--- config.mk ---
export PLATFORM = sky130hd
export DESIGN_NAME = uart_rx
export DESIGN_NICKNAME = d
export VERILOG_FILES = /design/src/rtl/uart_pkg.sv /design/src/rtl/uart_rx_sync.sv /design/src/rtl/uart_rx.sv
export SDC_FILE = /design/constraint.sdc
export NUM_CORES = 1
export LEC_CHECK = 0
export ABC_AREA = 1
export CORE_MARGIN = 2
export CORE_UTILIZATION = 45
export DETAILED_ROUTE_END_ITERATION = 8
export GPL_TIMING_DRIVEN = 0
export PLACE_DENSITY_LB_ADDON = 0.2
export SLEW_MARGIN = 20
export SYNTH_ARGS = -nofsm -noshare
export SYNTH_HDL_FRONTEND = slang
export SYNTH_HIERARCHICAL = 1
export SYNTH_SLANG_ARGS = --single-unit
--- constraint.sdc ---
create_clock -name clk -period 2.03 [get_ports clk]
set_clock_uncertainty 0.1 [all_clocks]
set_input_delay 0.406 -clock clk [delete_from_list [all_inputs] [get_ports clk]]
set_output_delay 0.406 -clock clk [all_outputs]
set_load 0.01 [all_outputs]
--- src/rtl/uart_pkg.sv ---
// Shared UART definitions: configuration field encodings, receiver FSM states
// and small decode helpers used by both the transmitter and the receiver.
package uart_pkg;

    localparam int DIV_W  = 20;
    localparam int WORD_W = 9;

    typedef enum logic [1:0] {
        DATA_7    = 2'd0,
        DATA_8    = 2'd1,
        DATA_9    = 2'd2,
        DATA_RSVD = 2'd3
    } data_type_e;

    typedef enum logic {
        STOP_1 = 1'b0,
        STOP_2 = 1'b1
    } stop_type_e;

    typedef enum logic [1:0] {
        PAR_NONE = 2'd0,
        PAR_EVEN = 2'd1,
        PAR_ODD  = 2'd2,
        PAR_RSVD = 2'd3
    } parity_type_e;

    typedef enum logic [2:0] {
        ST_IDLE   = 3'd0,
        ST_START  = 3'd1,
        ST_DATA   = 3'd2,
        ST_PARITY = 3'd3,
        ST_STOP1  = 3'd4,
        ST_STOP2  = 3'd5
    } uart_state_e;

    // Reserved data type decodes as 8 bits.
    function automatic logic [3:0] data_len(input logic [1:0] dt);
        case (dt)
            DATA_7:  return 4'd7;
            DATA_9:  return 4'd9;
            default: return 4'd8;
        endcase
    endfunction

    // Reserved parity type decodes as no parity.
    function automatic parity_type_e parity_norm(input logic [1:0] pt);
        if (pt == PAR_RSVD) begin
            return PAR_NONE;
        end
        return parity_type_e'(pt);
    endfunction

endpackage

--- src/rtl/uart_rx_sync.sv ---
// Metastability synchronizer for the serial line plus a falling-edge detector
// that only fires once a genuinely sampled high has been seen after reset.
module uart_rx_sync #(
    parameter int SYNC_STAGES = 2
) (
    input  logic clk,
    input  logic reset,
    input  logic rx_async,
    output logic rx_sync,
    output logic rx_fall
);

    logic [SYNC_STAGES-1:0] sync_reg;
    logic [SYNC_STAGES-1:0] sync_next;
    logic [SYNC_STAGES-1:0] fill_reg;
    logic [SYNC_STAGES-1:0] fill_next;
    logic                   prev_high_reg;
    logic                   last_real;

    // fill_reg marks which stages hold real line samples rather than the preset.
    genvar gi;
    generate
        for (gi = 0; gi < SYNC_STAGES; gi++) begin : g_stage
            if (gi == 0) begin : g_first
                assign sync_next[gi] = rx_async;
                assign fill_next[gi] = 1'b1;
            end else begin : g_chain
                assign sync_next[gi] = sync_reg[gi-1];
                assign fill_next[gi] = fill_reg[gi-1];
            end
        end
    endgenerate

    always_ff @(posedge clk or negedge reset) begin
        if (!reset) begin
            sync_reg      <= '1;
            fill_reg      <= '0;
            prev_high_reg <= 1'b0;
        end else begin
            sync_reg      <= sync_next;
            fill_reg      <= fill_next;
            prev_high_reg <= last_real & sync_reg[SYNC_STAGES-1];
        end
    end

    assign last_real = fill_reg[SYNC_STAGES-1];
    assign rx_sync   = sync_reg[SYNC_STAGES-1];
    assign rx_fall   = last_real & prev_high_reg & ~sync_reg[SYNC_STAGES-1];

endmodule

--- src/rtl/uart_rx.sv ---
// UART receiver: configurable word length, parity and stop bits, mid-bit
// sampling from a bit-period counter, and a valid/ready output register.
module uart_rx
    import uart_pkg::*;
#(
    parameter int SYNC_STAGES = 2
) (
    input  logic        clk,
    input  logic        reset,
    input  logic [1:0]  io_config_dataType,
    input  logic        io_config_stopType,
    input  logic [1:0]  io_config_parityType,
    input  logic [19:0] io_config_clockDivider,
    input  logic        io_rx,
    output logic        io_data_valid,
    output logic [8:0]  io_data_bits,
    input  logic        io_data_ready,
    output logic        io_err_parity,
    output logic        io_err_frame,
    output logic        io_err_overrun
);

    logic rx_sync;
    logic rx_fall;

    uart_rx_sync #(
        .SYNC_STAGES(SYNC_STAGES)
    ) u_sync (
        .clk     (clk),
        .reset   (reset),
        .rx_async(io_rx),
        .rx_sync (rx_sync),
        .rx_fall (rx_fall)
    );

    uart_state_e        state_reg, state_next;
    logic [DIV_W-1:0]   cnt_reg, cnt_next;
    logic [3:0]         bit_cnt_reg, bit_cnt_next;
    logic [WORD_W-1:0]  shift_data_reg, shift_data_next;
    logic [3:0]         cfg_len_reg, cfg_len_next;
    logic               cfg_stop2_reg, cfg_stop2_next;
    parity_type_e       cfg_parity_reg, cfg_parity_next;
    logic [DIV_W-1:0]   cfg_div_reg, cfg_div_next;
    logic               done_reg, done_next;
    logic               frame_err_reg, frame_err_next;
    logic               parity_err_reg, parity_err_next;

    logic               valid_reg, valid_next;
    logic [WORD_W-1:0]  bits_reg, bits_next;
    logic               err_parity_reg, err_parity_next;
    logic               err_frame_reg, err_frame_next;
    logic               err_overrun_reg, err_overrun_next;

    logic               tick;
    logic               parity_ones;

    assign tick        = (cnt_reg == '0);
    assign parity_ones = (^shift_data_reg) ^ rx_sync;

    always_ff @(posedge clk or negedge reset) begin
        if (!reset) begin
            state_reg       <= ST_IDLE;
            cnt_reg         <= '0;
            bit_cnt_reg     <= '0;
            shift_data_reg  <= '0;
            cfg_len_reg     <= 4'd8;
            cfg_stop2_reg   <= 1'b0;
            cfg_parity_reg  <= PAR_NONE;
            cfg_div_reg     <= '0;
            done_reg        <= 1'b0;
            frame_err_reg   <= 1'b0;
            parity_err_reg  <= 1'b0;
            valid_reg       <= 1'b0;
            bits_reg        <= '0;
            err_parity_reg  <= 1'b0;
            err_frame_reg   <= 1'b0;
            err_overrun_reg <= 1'b0;
        end else begin
            state_reg       <= state_next;
            cnt_reg         <= cnt_next;
            bit_cnt_reg     <= bit_cnt_next;
            shift_data_reg  <= shift_data_next;
            cfg_len_reg     <= cfg_len_next;
            cfg_stop2_reg   <= cfg_stop2_next;
            cfg_parity_reg  <= cfg_parity_next;
            cfg_div_reg     <= cfg_div_next;
            done_reg        <= done_next;
            frame_err_reg   <= frame_err_next;
            parity_err_reg  <= parity_err_next;
            valid_reg       <= valid_next;
            bits_reg        <= bits_next;
            err_parity_reg  <= err_parity_next;
            err_frame_reg   <= err_frame_next;
            err_overrun_reg <= err_overrun_next;
        end
    end

    // Frame FSM: every state but IDLE samples the line when the counter expires.
    always_comb begin
        state_next      = state_reg;
        cnt_next        = cnt_reg;
        bit_cnt_next    = bit_cnt_reg;
        shift_data_next = shift_data_reg;
        cfg_len_next    = cfg_len_reg;
        cfg_stop2_next  = cfg_stop2_reg;
        cfg_parity_next = cfg_parity_reg;
        cfg_div_next    = cfg_div_reg;
        done_next       = 1'b0;
        frame_err_next  = frame_err_reg;
        parity_err_next = parity_err_reg;

        if (state_reg != ST_IDLE) begin
            cnt_next = tick ? cfg_div_reg : cnt_reg - 20'd1;
        end

        case (state_reg)
            ST_IDLE: begin
                if (rx_fall) begin
                    cfg_len_next    = data_len(io_config_dataType);
                    cfg_stop2_next  = io_config_stopType;
                    cfg_parity_next = parity_norm(io_config_parityType);
                    cfg_div_next    = io_config_clockDivider;
                    cnt_next        = io_config_clockDivider >> 1;
                    bit_cnt_next    = '0;
                    shift_data_next = '0;
                    frame_err_next  = 1'b0;
                    parity_err_next = 1'b0;
                    state_next      = ST_START;
                end
            end
            ST_START: begin
                if (tick) begin
                    state_next = rx_sync ? ST_IDLE : ST_DATA;
                end
            end
            ST_DATA: begin
                if (tick) begin
                    shift_data_next[bit_cnt_reg] = rx_sync;
                    bit_cnt_next = bit_cnt_reg + 4'd1;
                    if (bit_cnt_reg == cfg_len_reg - 4'd1) begin
                        state_next = (cfg_parity_reg == PAR_NONE) ? ST_STOP1 : ST_PARITY;
                    end
                end
            end
            ST_PARITY: begin
                if (tick) begin
                    parity_err_next = parity_ones != (cfg_parity_reg == PAR_ODD);
                    state_next      = ST_STOP1;
                end
            end
            ST_STOP1: begin
                if (tick) begin
                    frame_err_next = ~rx_sync;
                    if (cfg_stop2_reg) begin
                        state_next = ST_STOP2;
                    end else begin
                        state_next = ST_IDLE;
                        done_next  = 1'b1;
                    end
                end
            end
            ST_STOP2: begin
                if (tick) begin
                    frame_err_next = frame_err_reg | ~rx_sync;
                    state_next     = ST_IDLE;
                    done_next      = 1'b1;
                end
            end
            default: begin
                state_next = ST_IDLE;
            end
        endcase
    end

    // Result stage: frame error wins over parity; a handshake in the same
    // cycle frees the holding register so the new word does not overrun.
    always_comb begin
        valid_next       = valid_reg;
        bits_next        = bits_reg;
        err_parity_next  = 1'b0;
        err_frame_next   = 1'b0;
        err_overrun_next = 1'b0;

        if (valid_reg && io_data_ready) begin
            valid_next = 1'b0;
        end

        if (done_reg) begin
            if (frame_err_reg) begin
                err_frame_next = 1'b1;
            end else if (parity_err_reg) begin
                err_parity_next = 1'b1;
            end else if (!valid_reg || io_data_ready) begin
                valid_next = 1'b1;
                bits_next  = shift_data_reg;
            end else begin
                err_overrun_next = 1'b1;
            end
        end
    end

    assign io_data_valid  = valid_reg;
    assign io_data_bits   = bits_reg;
    assign io_err_parity  = err_parity_reg;
    assign io_err_frame   = err_frame_reg;
    assign io_err_overrun = err_overrun_reg;

endmodule
==> summary.md <==
| Metric | Value |
|---|---|
| Outcome | complete, no violations |
| Filler cell count | 974 |
| Mapped cell area | 4550 um^2 |
| Max-cap violations | 0 |
| Arr. time, crit path | 2.07 ns |
| Met1 WL | 5250 um |
| Routability Congestion | 0.898 |
| WP buf/inv | 2 |
| Critical Path RT | 2.18 ns |
| Initial antenna violation count | 0 |
| DRC | 0 |
| Pwr/cell area | 1220 nW/um^2 |
| Clk pwr share | 26.7% |
| Final Critical Period | 1.92 ns |
| Worst VDD drop | 0.000465 V |
| Smallest hold slack | 0.258 ns |
| Final Max Slew Viols | 0 |
| Commonest non-fill, non-tap cell in the layout | nand2_1 |
| Pre-Repair DR Iteration Count | 5 |
| Tcrit/Tclk final | 94.3% |
| Hold Path Class | reg2reg |
| Gr ovfl total | 0 |
| Number of primary I/O pins | 42 |
| Placed cell area | 5160 um^2 |
| Layout cells sized above 1 | 10.9% |
| WL/cell | 13.5 um |
| PortBufs | 41 |
| Synth Area in Compound Gates | 9.12% |
| Worst Max-Slew Pin Slew | 0.584 ns |
| Iter 0 DRT Violations | 216 |
| Pin count of the biggest net entering global routing | 53 |
| Antenna viol nets, final | 0 |
| Width of the die | 105 um |
| Crit path cell chain | inv_1, ha_1, nand3_1, nor2_2, nand3_2, buf_4, o21ai_2, o21ai_0, nand2_1, nand2_1 |
| Vias in the first global route | 3759 |
| H-tree depth | 3 |
| Post-synthesis adder-cell area fraction | 2.20% |
| Hpwl dp | 7600 um |
| Psw | 0.00255 W |
| Vias per inst | 5.05 |
| Clock sinks | 83 |
| Register bit total from synthesis | 83 |
| Final setup viols | 0 |
| Fmax | 0.522 GHz |
| Global-route wire length before repair | 18100 um |
| Synth unique cells | 39 |
| Worst Setup Start Kind | flop |
| Core Footprint | 9820 um^2 |
| CTS tree | yes |
| CP Max Fanout | 4 |
| Syn-to-layout area delta | 22.1% |
| Flop pwr share | 37.3% |
| Crit path max-delay family | simple AND/OR/NAND/NOR gates |
| Most frequent cells in the layout | 195 x nand2_1, 80 x dfrtp_1, 68 x inv_1 |
| P_leak | 2.80 nW |
| GR Util All Layers | 20.6% |
| Top Layer Used | met4 |
| Mean post-synth cell area | 7.68 um^2 |
| Die Y | 105 um |
| Most frequent CP cell | nand2_1 |
| Met2 WL post-DR | 4710 um |
| Register area share after synthesis | 45.7% |
| Clock Path Buffers | 2 |
| Initial Util | 46.4% |
| Drt total wl | 10700 um |
| Cell taking the most area after synthesis | dfrtp_1 |
| Detailed-route via count | 4010 |
| Comb pwr share | 36.1% |
| Clock transition at path regs | 0.08 ns |
| Sw Ratio | 37.6% |
| Yosys top cell area share | 44.0% |
| Syn_nets | 630 |
| Post-Syn Instances | 593 |
| Largest family of logic cells by synthesized area | simple AND/OR/NAND/NOR gates |
| Relative slew slack | 61.1% |
| Length of routed met3 wiring | 587 um |
| Largest cells by area after synthesis | dfrtp_1 44%, nand2_1 16%, inv_1 5.6% |
| Cts bufs inserted | 9 |
| Internal power | 0.00423 W |
| Crit-path max cell delay | 0.41 ns |
| Syn. warnings | 6 |
| CTS root buf | clkbuf_8 |
| Fin nets | 693 |
| Critical path class | reg2reg |
| Antenna cells | 0 |
| Clk Latency, worst-skew pair | 0.36 ns |
| Post-route cell area | 5560 um^2 |
| Final Hold Viols | 0 |
| Simple-gate share of the synthesized area | 30.0% |
| Multiplexer area fraction after synthesis | 2.23% |
| Die Area | 10900 um^2 |
| Number of cell rows | 36 |
| Post-Synth XOR/XNOR Area | 2.31% |
| Crit. End Element | flop |
| Slowest-stage cell, CP | dfrtp_1 |
power groups by stage:
stage / registers, W / clock network (W) / logic [W]
after floorplan: 0.00244 / 0 / 0.00182
after global placement: 0.00253 / 0 / 0.00227
after detailed placement: 0.00255 / 0 / 0.00235
after CTS: 0.00252 / 0.00183 / 0.00237
after global routing: 0.00259 / 0.00190 / 0.00284
final: 0.00252 / 0.00181 / 0.00244
cell type report:
| cell class | count | area (um^2) | area share [%] |
|---|---|---|---|
| repair inverters | 1 | 5.00 | 0.0900 |
| repair buffers | 50 | 495 | 8.91 |
| clock inverters | 7 | 188 | 3.38 |
| multi-input cells | 423 | 2110 | 38.0 |
| inverters | 72 | 274 | 4.93 |
| plain buffers | 16 | 116 | 2.09 |
| clock buffers | 9 | 124 | 2.23 |
| well taps | 133 | 166 | 2.99 |
| flip-flops and latches | 83 | 2080 | 37.4 |
cell usage after synthesis, drive strengths merged:
library cell	n
a211oi	1
a21o	1
a21oi	9
buf	10
clkbuf	6
clkinv	1
conb	1
dfrtp	80
dfstp	3
ha	8
inv	71
mux2	9
nand2	196
nand3	39
nand3b	2
nand4	16
nor2	60
nor3	6
o211ai	9
o21ai	45
o21bai	3
o22ai	1
o31ai	1
or2	3
xnor2	6
xor2	6
kinds of logic after synthesis:
family                     Yosys count
DFF                                 83
adders and majority gates            8
other                                1
AOI/OAI and AO/OA                   70
buffers and inverters               88
muxes                                9
and+or+nand+nor                    322
xor gates and xnor gates            12
metal layers:
layer / vias up / global-route usage, %
met5: - / 0
li1: 2018 / -
met3: 10 / 3.49
met2: 114 / 30.6
met1: 1868 / 30.6
met4: 0 / 6.95
worst paths after layout:
| path | from | endpoint | slack, ns | cells past startpoint |
|---|---|---|---|---|
| min reg2reg | u_sync/sync_reg[0] | u_sync/sync_reg[1] | 0.26 | 0 |
| min in group asynchronous | reset | io_data_bits[5] | 0.42 | 2 |
| max in group asynchronous | reset | u_sync/sync_reg[0] | 0.76 | 3 |
| max reg2reg | cnt_reg[0] | shift_data_reg[8] | 0.11 | 10 |
| min | u_sync/sync_reg[0] | u_sync/sync_reg[1] | 0.26 | 0 |
| max | cnt_reg[0] | shift_data_reg[8] | 0.11 | 10 |
worst reg2reg max path, cell delays in order (launching register included):
cell and delay, ns:
dfrtp_1 0.41, inv_1 0.12, ha_1 0.17, nand3_1 0.12, nor2_2 0.11, nand3_2 0.16
buf_4 0.19, o21ai_2 0.18, o21ai_0 0.12, nand2_1 0.08, nand2_1 0.04
per-stage QoR:
step | setup TNS (ns) | cells | total power [W] | setup WS (ns) | utilization [%]
5_1_grt | -0.0891 | 794 | 0.00733 | -0.0242 | 56.6
4_1_cts | 0 | 785 | 0.00672 | 0.0767 | 55.8
6_report | 0 | 794 | 0.00678 | 0.115 | 56.6
2_1_floorplan | 0 | 593 | 0.00426 | 0.350 | -
3_3_place_gp | -211.01 | 767 | 0.00480 | -2.58 | 52.3
3_5_place_dp | 0 | 768 | 0.00489 | 0.0311 | 52.5
repair_timing:
item,4_1_cts,5_1_grt
buffers inserted,0,6
endpoints found under the hold margin,30,0
hold buffers,1,0
gates resized for setup,0,7
setup endpoints to repair,0,29
Power figures use the tool's default switching activity.
